--- config.mk ---
export PLATFORM = sky130hd
export DESIGN_NAME = address_pixel_replicate
export DESIGN_NICKNAME = d
export VERILOG_FILES = /design/src/rtl/zoom_pkg.sv /design/src/rtl/zoom_addr_map.sv /design/src/rtl/address_pixel_replicate.sv
export SDC_FILE = /design/constraint.sdc
export NUM_CORES = 1
export LEC_CHECK = 0
export ABC_AREA = 1
export BUFFER_PORTS_ARGS = -buffer_cell sky130_fd_sc_hd__buf_2
export CAP_MARGIN = 5
export CORE_AREA = 2 2 124 126
export DETAILED_ROUTE_END_ITERATION = 12
export DIE_AREA = 0 0 126 128
export PLACE_DENSITY_LB_ADDON = 0.05
export SYNTH_ARGS = -nofsm -noshare
export SYNTH_HDL_FRONTEND = slang
export SYNTH_SLANG_ARGS = --single-unit
--- constraint.sdc ---
create_clock -name clk -period 6.1 [get_ports clk]
set_input_delay 0.61 -clock clk [delete_from_list [all_inputs] [get_ports clk]]
set_output_delay 0.61 -clock clk [all_outputs]
set_load 0.1 [all_outputs]
--- src/rtl/zoom_pkg.sv ---
// zoom_pkg: frame geometry, address width and FSM states shared by the zoom engines
package zoom_pkg;
    localparam int SRC_W   = 160;
    localparam int SRC_H   = 120;
    localparam int DST_W   = 2 * SRC_W;
    localparam int DST_H   = 2 * SRC_H;
    localparam int ADDR_W  = 17;
    localparam int SRC_PIX = SRC_W * SRC_H;
    typedef logic [ADDR_W-1:0] addr_t;
    typedef enum logic [2:0] {
        ST_IDLE,
        ST_READ_WAIT,
        ST_WR00,
        ST_WR01,
        ST_WR10,
        ST_WR11,
        ST_FINISH
    } zoom_state_e;
endpackage

--- src/rtl/zoom_addr_map.sv ---
// zoom_addr_map: registered source-index to destination 2x2 block base address
module zoom_addr_map
    import zoom_pkg::*;
(
    input  logic  clk,
    input  logic  rst,
    input  addr_t i_addr,
    output addr_t o_base
);
    addr_t w_row;
    addr_t w_col;
    addr_t r_base;
    assign w_row  = i_addr / addr_t'(SRC_W);
    assign w_col  = i_addr % addr_t'(SRC_W);
    assign o_base = r_base;
    // Row 2r of the destination starts at r*2*DST_W; column 2c within it.
    always_ff @(posedge clk) begin
        if (rst) r_base <= '0;
        else     r_base <= w_row * addr_t'(2 * DST_W) + (w_col << 1);
    end
endmodule

--- src/rtl/address_pixel_replicate.sv ---
// address_pixel_replicate: 2x nearest-neighbour zoom, one source pixel to a 2x2 destination block
module address_pixel_replicate
    import zoom_pkg::*;
#(
    parameter int READ_LAT = 2
) (
    input  logic        clk,
    input  logic        rst,
    input  logic        start,
    input  logic [16:0] in_address,
    input  logic [7:0]  in_data,
    output logic [16:0] mem_read_addr,
    output logic [16:0] out_address,
    output logic [7:0]  out_data,
    output logic        out_wren,
    output logic        busy,
    output logic        done,
    output logic        err
);
    zoom_state_e r_state;
    zoom_state_e w_next;
    logic [1:0]  r_cnt;
    addr_t       r_addr;
    logic [7:0]  r_pixel;
    addr_t       r_mem_read_addr;
    addr_t       r_out_address;
    logic [7:0]  r_out_data;
    logic        r_out_wren;
    logic        r_busy;
    logic        r_done;
    logic        r_err;
    addr_t       w_base;
    addr_t       w_off;
    logic        w_idle;
    logic        w_in_range;
    logic        w_accept;
    logic        w_wr;

    // Base address is ready one cycle after latching, well inside READ_WAIT.
    zoom_addr_map u_map (
        .clk    (clk),
        .rst    (rst),
        .i_addr (r_addr),
        .o_base (w_base)
    );

    assign w_idle     = r_state == ST_IDLE;
    assign w_in_range = in_address < addr_t'(SRC_PIX);
    assign w_accept   = w_idle && start && w_in_range;
    assign w_wr       = r_state inside {ST_WR00, ST_WR01, ST_WR10, ST_WR11};
    assign w_off      = (r_state == ST_WR00) ? addr_t'(0) :
                        (r_state == ST_WR01) ? addr_t'(1) :
                        (r_state == ST_WR10) ? addr_t'(DST_W) : addr_t'(DST_W + 1);

    // Next-state: wait out the RAM latency, then walk the four block writes.
    always_comb begin
        w_next = r_state;
        case (r_state)
            ST_IDLE:      w_next = w_accept ? ST_READ_WAIT : ST_IDLE;
            ST_READ_WAIT: w_next = (r_cnt == 2'd0) ? ST_WR00 : ST_READ_WAIT;
            ST_WR00:      w_next = ST_WR01;
            ST_WR01:      w_next = ST_WR10;
            ST_WR10:      w_next = ST_WR11;
            ST_WR11:      w_next = ST_FINISH;
            default:      w_next = ST_IDLE;
        endcase
    end

    // State register plus registered outputs; reset aborts any request in flight.
    always_ff @(posedge clk) begin
        if (rst) begin
            r_state         <= ST_IDLE;
            r_cnt           <= '0;
            r_addr          <= '0;
            r_pixel         <= '0;
            r_mem_read_addr <= '0;
            r_out_address   <= '0;
            r_out_data      <= '0;
            r_out_wren      <= 1'b0;
            r_busy          <= 1'b0;
            r_done          <= 1'b0;
            r_err           <= 1'b0;
        end else begin
            r_state    <= w_next;
            r_err      <= w_idle && start && !w_in_range;
            r_done     <= r_state == ST_FINISH;
            r_busy     <= w_accept ? 1'b1 : (r_state == ST_FINISH) ? 1'b0 : r_busy;
            r_out_wren <= w_wr;
            if (w_accept) begin
                r_addr          <= in_address;
                r_mem_read_addr <= in_address;
                r_cnt           <= 2'(READ_LAT);
            end
            if (r_state == ST_READ_WAIT) begin
                if (r_cnt == 2'd0) r_pixel <= in_data;
                else               r_cnt   <= r_cnt - 2'd1;
            end
            if (w_wr) begin
                r_out_address <= w_base + w_off;
                r_out_data    <= r_pixel;
            end
        end
    end

    assign mem_read_addr = r_mem_read_addr;
    assign out_address   = r_out_address;
    assign out_data      = r_out_data;
    assign out_wren      = r_out_wren;
    assign busy          = r_busy;
    assign done          = r_done;
    assign err           = r_err;
endmodule

### Word-level counts from Yosys, hierarchy flattened

Index checks and enable logic that the tools add are counted.

* output and inout bits: 46
* input port bits: 28
* word-level logic and storage cells: 44
* bits in registers: 76

* magnitude comparators: 1
* $add $sub $neg: 3
* divide/modulo/power cells: 2
* multiplexer cells: 11
* $mul: 1
* equal/unequal tests: 6
* reduce and logical (&&, ||, !) cells: 9

Operators with widths (number)
* $mux 9: 2
* $pmux 3 s6: 1
* $add 17x17->17: 1
* $add 17x9->17: 1
* $div 17x8->17 const B: 1
* $lt 17x15->1 const B: 1
* $mod 17x8->17 const B: 1
* $mul 17x3->10 const B: 1
* $eq 3x3->1 const B: 3
* $mux 2: 4
* $eq 3x2->1 const B: 2
* $mux 1: 4
* $reduce_bool 4->1: 1
* $eq 3x1->1 const B: 1
* $logic_and 1x1->1: 3
* $logic_not 3->1: 1
* $logic_not 2->1: 1
* $reduce_and 2->1: 1
* $reduce_bool 2->1: 1
* $sub 2x1->2 const B: 1
* $logic_not 1->1: 1

### Longest topological paths before layout

* depth after elaboration: 6
* gate-level depth with buffers: 62
* gate-level depth less buffers: 62

### Hierarchy

From an unflattened synthesis, not the netlist that was laid out.

* cells, all modules: 682
* area, all modules: 4654.5 µm²

Modules (own cells, without submodules)
* address_pixel_replicate: area each 2628.8 µm², cells each 369, times used 1
* zoom_addr_map: area each 2025.7 µm², cells each 313, times used 1

### Worst setup path after synthesis

OpenSTA, ideal clock, no wires.

* path kind: reg2reg
* from: register, netlist name mem_read_addr[14]
* to: register u_map.r_base[16], in the netlist u_map.o_base[16]
* data required time: 5.985 ns
* path slack: -0.352 ns
* clock period less this slack: 6.452 ns
* buffers on the path: 0
* arrival time: 6.337 ns
* cell stages (with the launch flop): 49
* path through: dfxtp_1 -> inv_1 -> nand2_1 -> nand2_2 -> inv_2 -> o21ai_1 -> nor2_1 -> nor2_4 -> nand2_4 -> nand3_1 -> nand3_2 -> nand2_4 -> nand3_1 -> nand3_2 -> nand2_4 -> nand3_1 -> nand3_2 -> nand2_4 -> [13 not listed] -> nand3_1 -> nand3_2 -> nand2_2 -> nand2_4 -> ha_1 -> ha_1 -> inv_1 -> fa_1 -> o21ai_0 -> xor2_1 -> inv_1 -> ha_1 -> inv_1 -> nor3_1 -> a211oi_1 -> nand3_1 -> nand2_1 -> nor2_1

RTL lines
* to (signal assigned): RTL line zoom_addr_map.sv:19 `else r_base <= w_row * addr_t'(2 * DST_W) + (w_col << 1);`
* to (decl): RTL line zoom_addr_map.sv:12 `addr_t r_base;`

==> results.tsv <==
metric	value	unit
Port Buffers	73	
xor/xnor share of the synthesized area	3.00	%
share of layout cells above drive strength 1	33.0	%
Yosys reg bits	75	
syn_area_per_cell	7.33	sq um
M2 GR Usage	20.9	%
gr ovfl total	0	
HP Start	mem_read_addr[1]	
CP most frequent cell	nand2_4	
num rows	45	
count of pins over their slew limit	0	
share of Yosys cell area claimed by the top area cell type	34.2	%
Max FO, Critical Path	6	
Cell Area, Synth	4380	sq um
Final Instance Area	5750	sq um
PD cells	425	nW/um^2
Hold Crit Class	reg2reg	
met3 usage	2.25	%
Std-Cell Core Area	14900	sq um
Critical path origin	mem_read_addr[14]	
Clock Skews	0.00962	ns
Mapped Cells	598	
GRT Overall Usage	13.0	%
Antenna Nets Post-Route	0	
Setup-failing EPs final	0	
final net count	748	
fill count	1605	
final worst-path setup slack	0.315	ns
Arrival @ worst endpoint	6.04	ns
status	finished, final reports clean	
die outline area	16100	sq um
Final period util	94.8	%
crit path capture type	register	
adder-cell share of the synthesized area	7.76	%
via count	3962	
Max Buffers Root-to-Sink	2	
Setup WS pre-CTS	-0.0490	ns
Leakage	2.96	nW
Post-Route Setup TNS	0	ns
most used flip-flop cell after synthesis	dfxtp_1	
synthesis-to-layout area growth	31.1	%
slowest stage delay, CP	0.53	ns
total power	2.45	mW
Clock Tree Root	clkbuf_16	
die width	126	microns
max cap viols	0	
Max-Slew Margin vs Limit	37.0	%
final routed DRC violation total	0	
post-synth cell types	40	
final hold violation count	0	
startpoint types	register	
final WL	10700	microns
placed cell areas	4930	sq um
gp weighted congestion	0.817	
WP buf/inv	13	
Yosys warnings	0	
I/O pin count	74	
multiplexer share of the synthesized area	0	%
critical path class	reg2reg	
Slowest-stage cell, CP	fa_2	
Async SR Flop Fraction	0	%
TritonCTS clock tree	done	
Inserted Clock Buffers	9	
largest family of logic cells by synthesized area	simple AND/OR/NAND/NOR gates	
Die Height	128	microns
worst path required time	6.35	ns
largest net degree at the start of global routing	38	
diode count	0	
measured slew at the worst slew-check pin	0.945	ns
Starting Density	29.5	%
WL per Instance	12.0	microns
Clk Latency, worst-skew pair	0.34	ns
first-pass GRT wire length	17100	microns
clock transition at the registers of the reported paths	0.06	ns
HPWL after detailed placement	7550	microns
Synth Area in Simple Gates	31.2	%
peak supply drop	0.165	mV
fmax	173	MHz
Post-synth EDFFs	0	
initial antenna violation count	0	
First-pass DRT Iterations	4	
post-synthesis compound-gate area fraction	14.0	%
met1 usage	17.5	%
H-Tree Depth	3	
CP delay by family, top	simple AND/OR/NAND/NOR gates	
sequential area share after synthesis	34.2	%
number of DRC markers in iteration 0	151	
reg2reg start	mem_read_addr[14]	
minimum clock period	5.79	ns
CTS sink count	75	
Area contributors post-synth	dfxtp_1, nor2_1, ha_1	
vias in the first global route	3622	
post-synth top area cell	dfxtp_1	
GR peak layer	met2	
Vias per Instance	4.47	
==> worst min-delay path: cells and delay by family, from the launching register on <==
| family | cells | cell delay (ns) |
|---|---|---|
| AND/OR/NAND/NOR | 1 | 0.04 |
| buffers and inverters | 1 | 0.06 |
| flip-flops | 1 | 0.31 |
==> where the power goes <==
part	switching, mW	internal, mW	total (mW)
clock	0.213	0.370	0.583
sequential	0.0297	0.545	0.575
combinational	0.795	0.493	1.29
total	1.04	1.41	2.45
==> stage by stage <==
| stage | util [%] | hold slack [ns] | instances |
|---|---|---|---|
| 3_3_place_gp | 33.2 | 0.435 | 847 |
| 3_5_place_dp | 33.2 | 0.439 | 847 |
| 2_1_floorplan | - | 0.425 | 604 |
| 4_1_cts | 35.4 | 0.448 | 862 |
| 5_1_grt | 38.7 | 0.460 | 886 |
| 6_report | 38.7 | 0.448 | 886 |
==> logic make-up after synthesis <==
family / after synthesis
xor gates and xnor gates: 15
buffers and inverters: 102
AOI/OAI and AO/OA: 113
adders and majority gates: 26
other: 1
and+or+nand+nor: 266
DFF: 75
==> sequential cells by signal, summed over array words and instances, names as in the netlist <==
name / flops
r_cnt: 2
out_address: 17
out_data: 8
r_state: 3
err: 1
done: 1
r_pixel: 8
out_wren: 1
busy: 1
mem_read_addr: 17
u_map.o_base: 16
==> layer usage <==
layer / wire length [microns] / share of wire (%)
met1: 5320 / 50
met4: 127 / 1.2
met2: 4940 / 46
met5: 0 / 0
met3: 292 / 2.7
==> repair_timing <==
action,4_1_cts,5_1_grt
gates resized for setup,2,71
buffers inserted,0,24
pin swaps,0,32
hold endpoints to repair,0,0
endpoints found under the setup margin,1,5
hold buffers,0,0
==> final cells by class <==
cell class	count	area [sq um]	share of cell area [%]
multi-input cells	427	2780	48.3
flip-flops and latches	75	1510	26.3
repair buffers	98	553	9.62
inverters	83	349	6.07
clock buffers	10	239	4.16
well taps	188	235	4.09
clock inverters	5	85.1	1.48
==> cells in the final DEF (no fill, tap or decap), types with 4 or more instances in the layout <==
cell and count:
nor2_1 79, buf_2 73, dfxtp_1 71, nand2_1 63, inv_1 58, o21ai_0 56
nand3_1 37, a21oi_1 34, nand2_4 28, buf_4 25, nand2_2 23, ha_1 21
inv_2 15, nand3_2 11, xor2_1 10, nand3_4 9, clkbuf_16 9, conb_1 7
nor3_1 6, o21bai_1 6, inv_4 5, xnor2_1 5, nand2_8 4
==> worst paths after layout <==
check	to	slack, ns	cells after the start
worst max-delay path	u_map.o_base[15]	0.31	60
worst min-delay path	u_map.o_base[2]	0.45	2
worst max register to register	u_map.o_base[15]	0.31	60
worst min register to register	u_map.o_base[2]	0.45	2
==> Yosys cell counts (2+ instances only) <==
| cell type | number |
|---|---|
| a211oi_1 | 2 |
| a21oi_1 | 34 |
| buf_4 | 3 |
| clkbuf_1 | 15 |
| clkinv_2 | 3 |
| dfxtp_1 | 75 |
| fa_1 | 2 |
| ha_1 | 24 |
| inv_1 | 65 |
| inv_2 | 11 |
| nand2_1 | 71 |
| nand2_2 | 29 |
| nand2_4 | 18 |
| nand3_1 | 44 |
| nand3_2 | 13 |
| nor2_1 | 81 |
| nor3_1 | 6 |
| o211ai_1 | 3 |
| o21ai_0 | 59 |
| o21ai_1 | 2 |
| o21bai_1 | 6 |
| xnor2_1 | 5 |
| xor2_1 | 10 |
(Power assumes the default switching activity.)
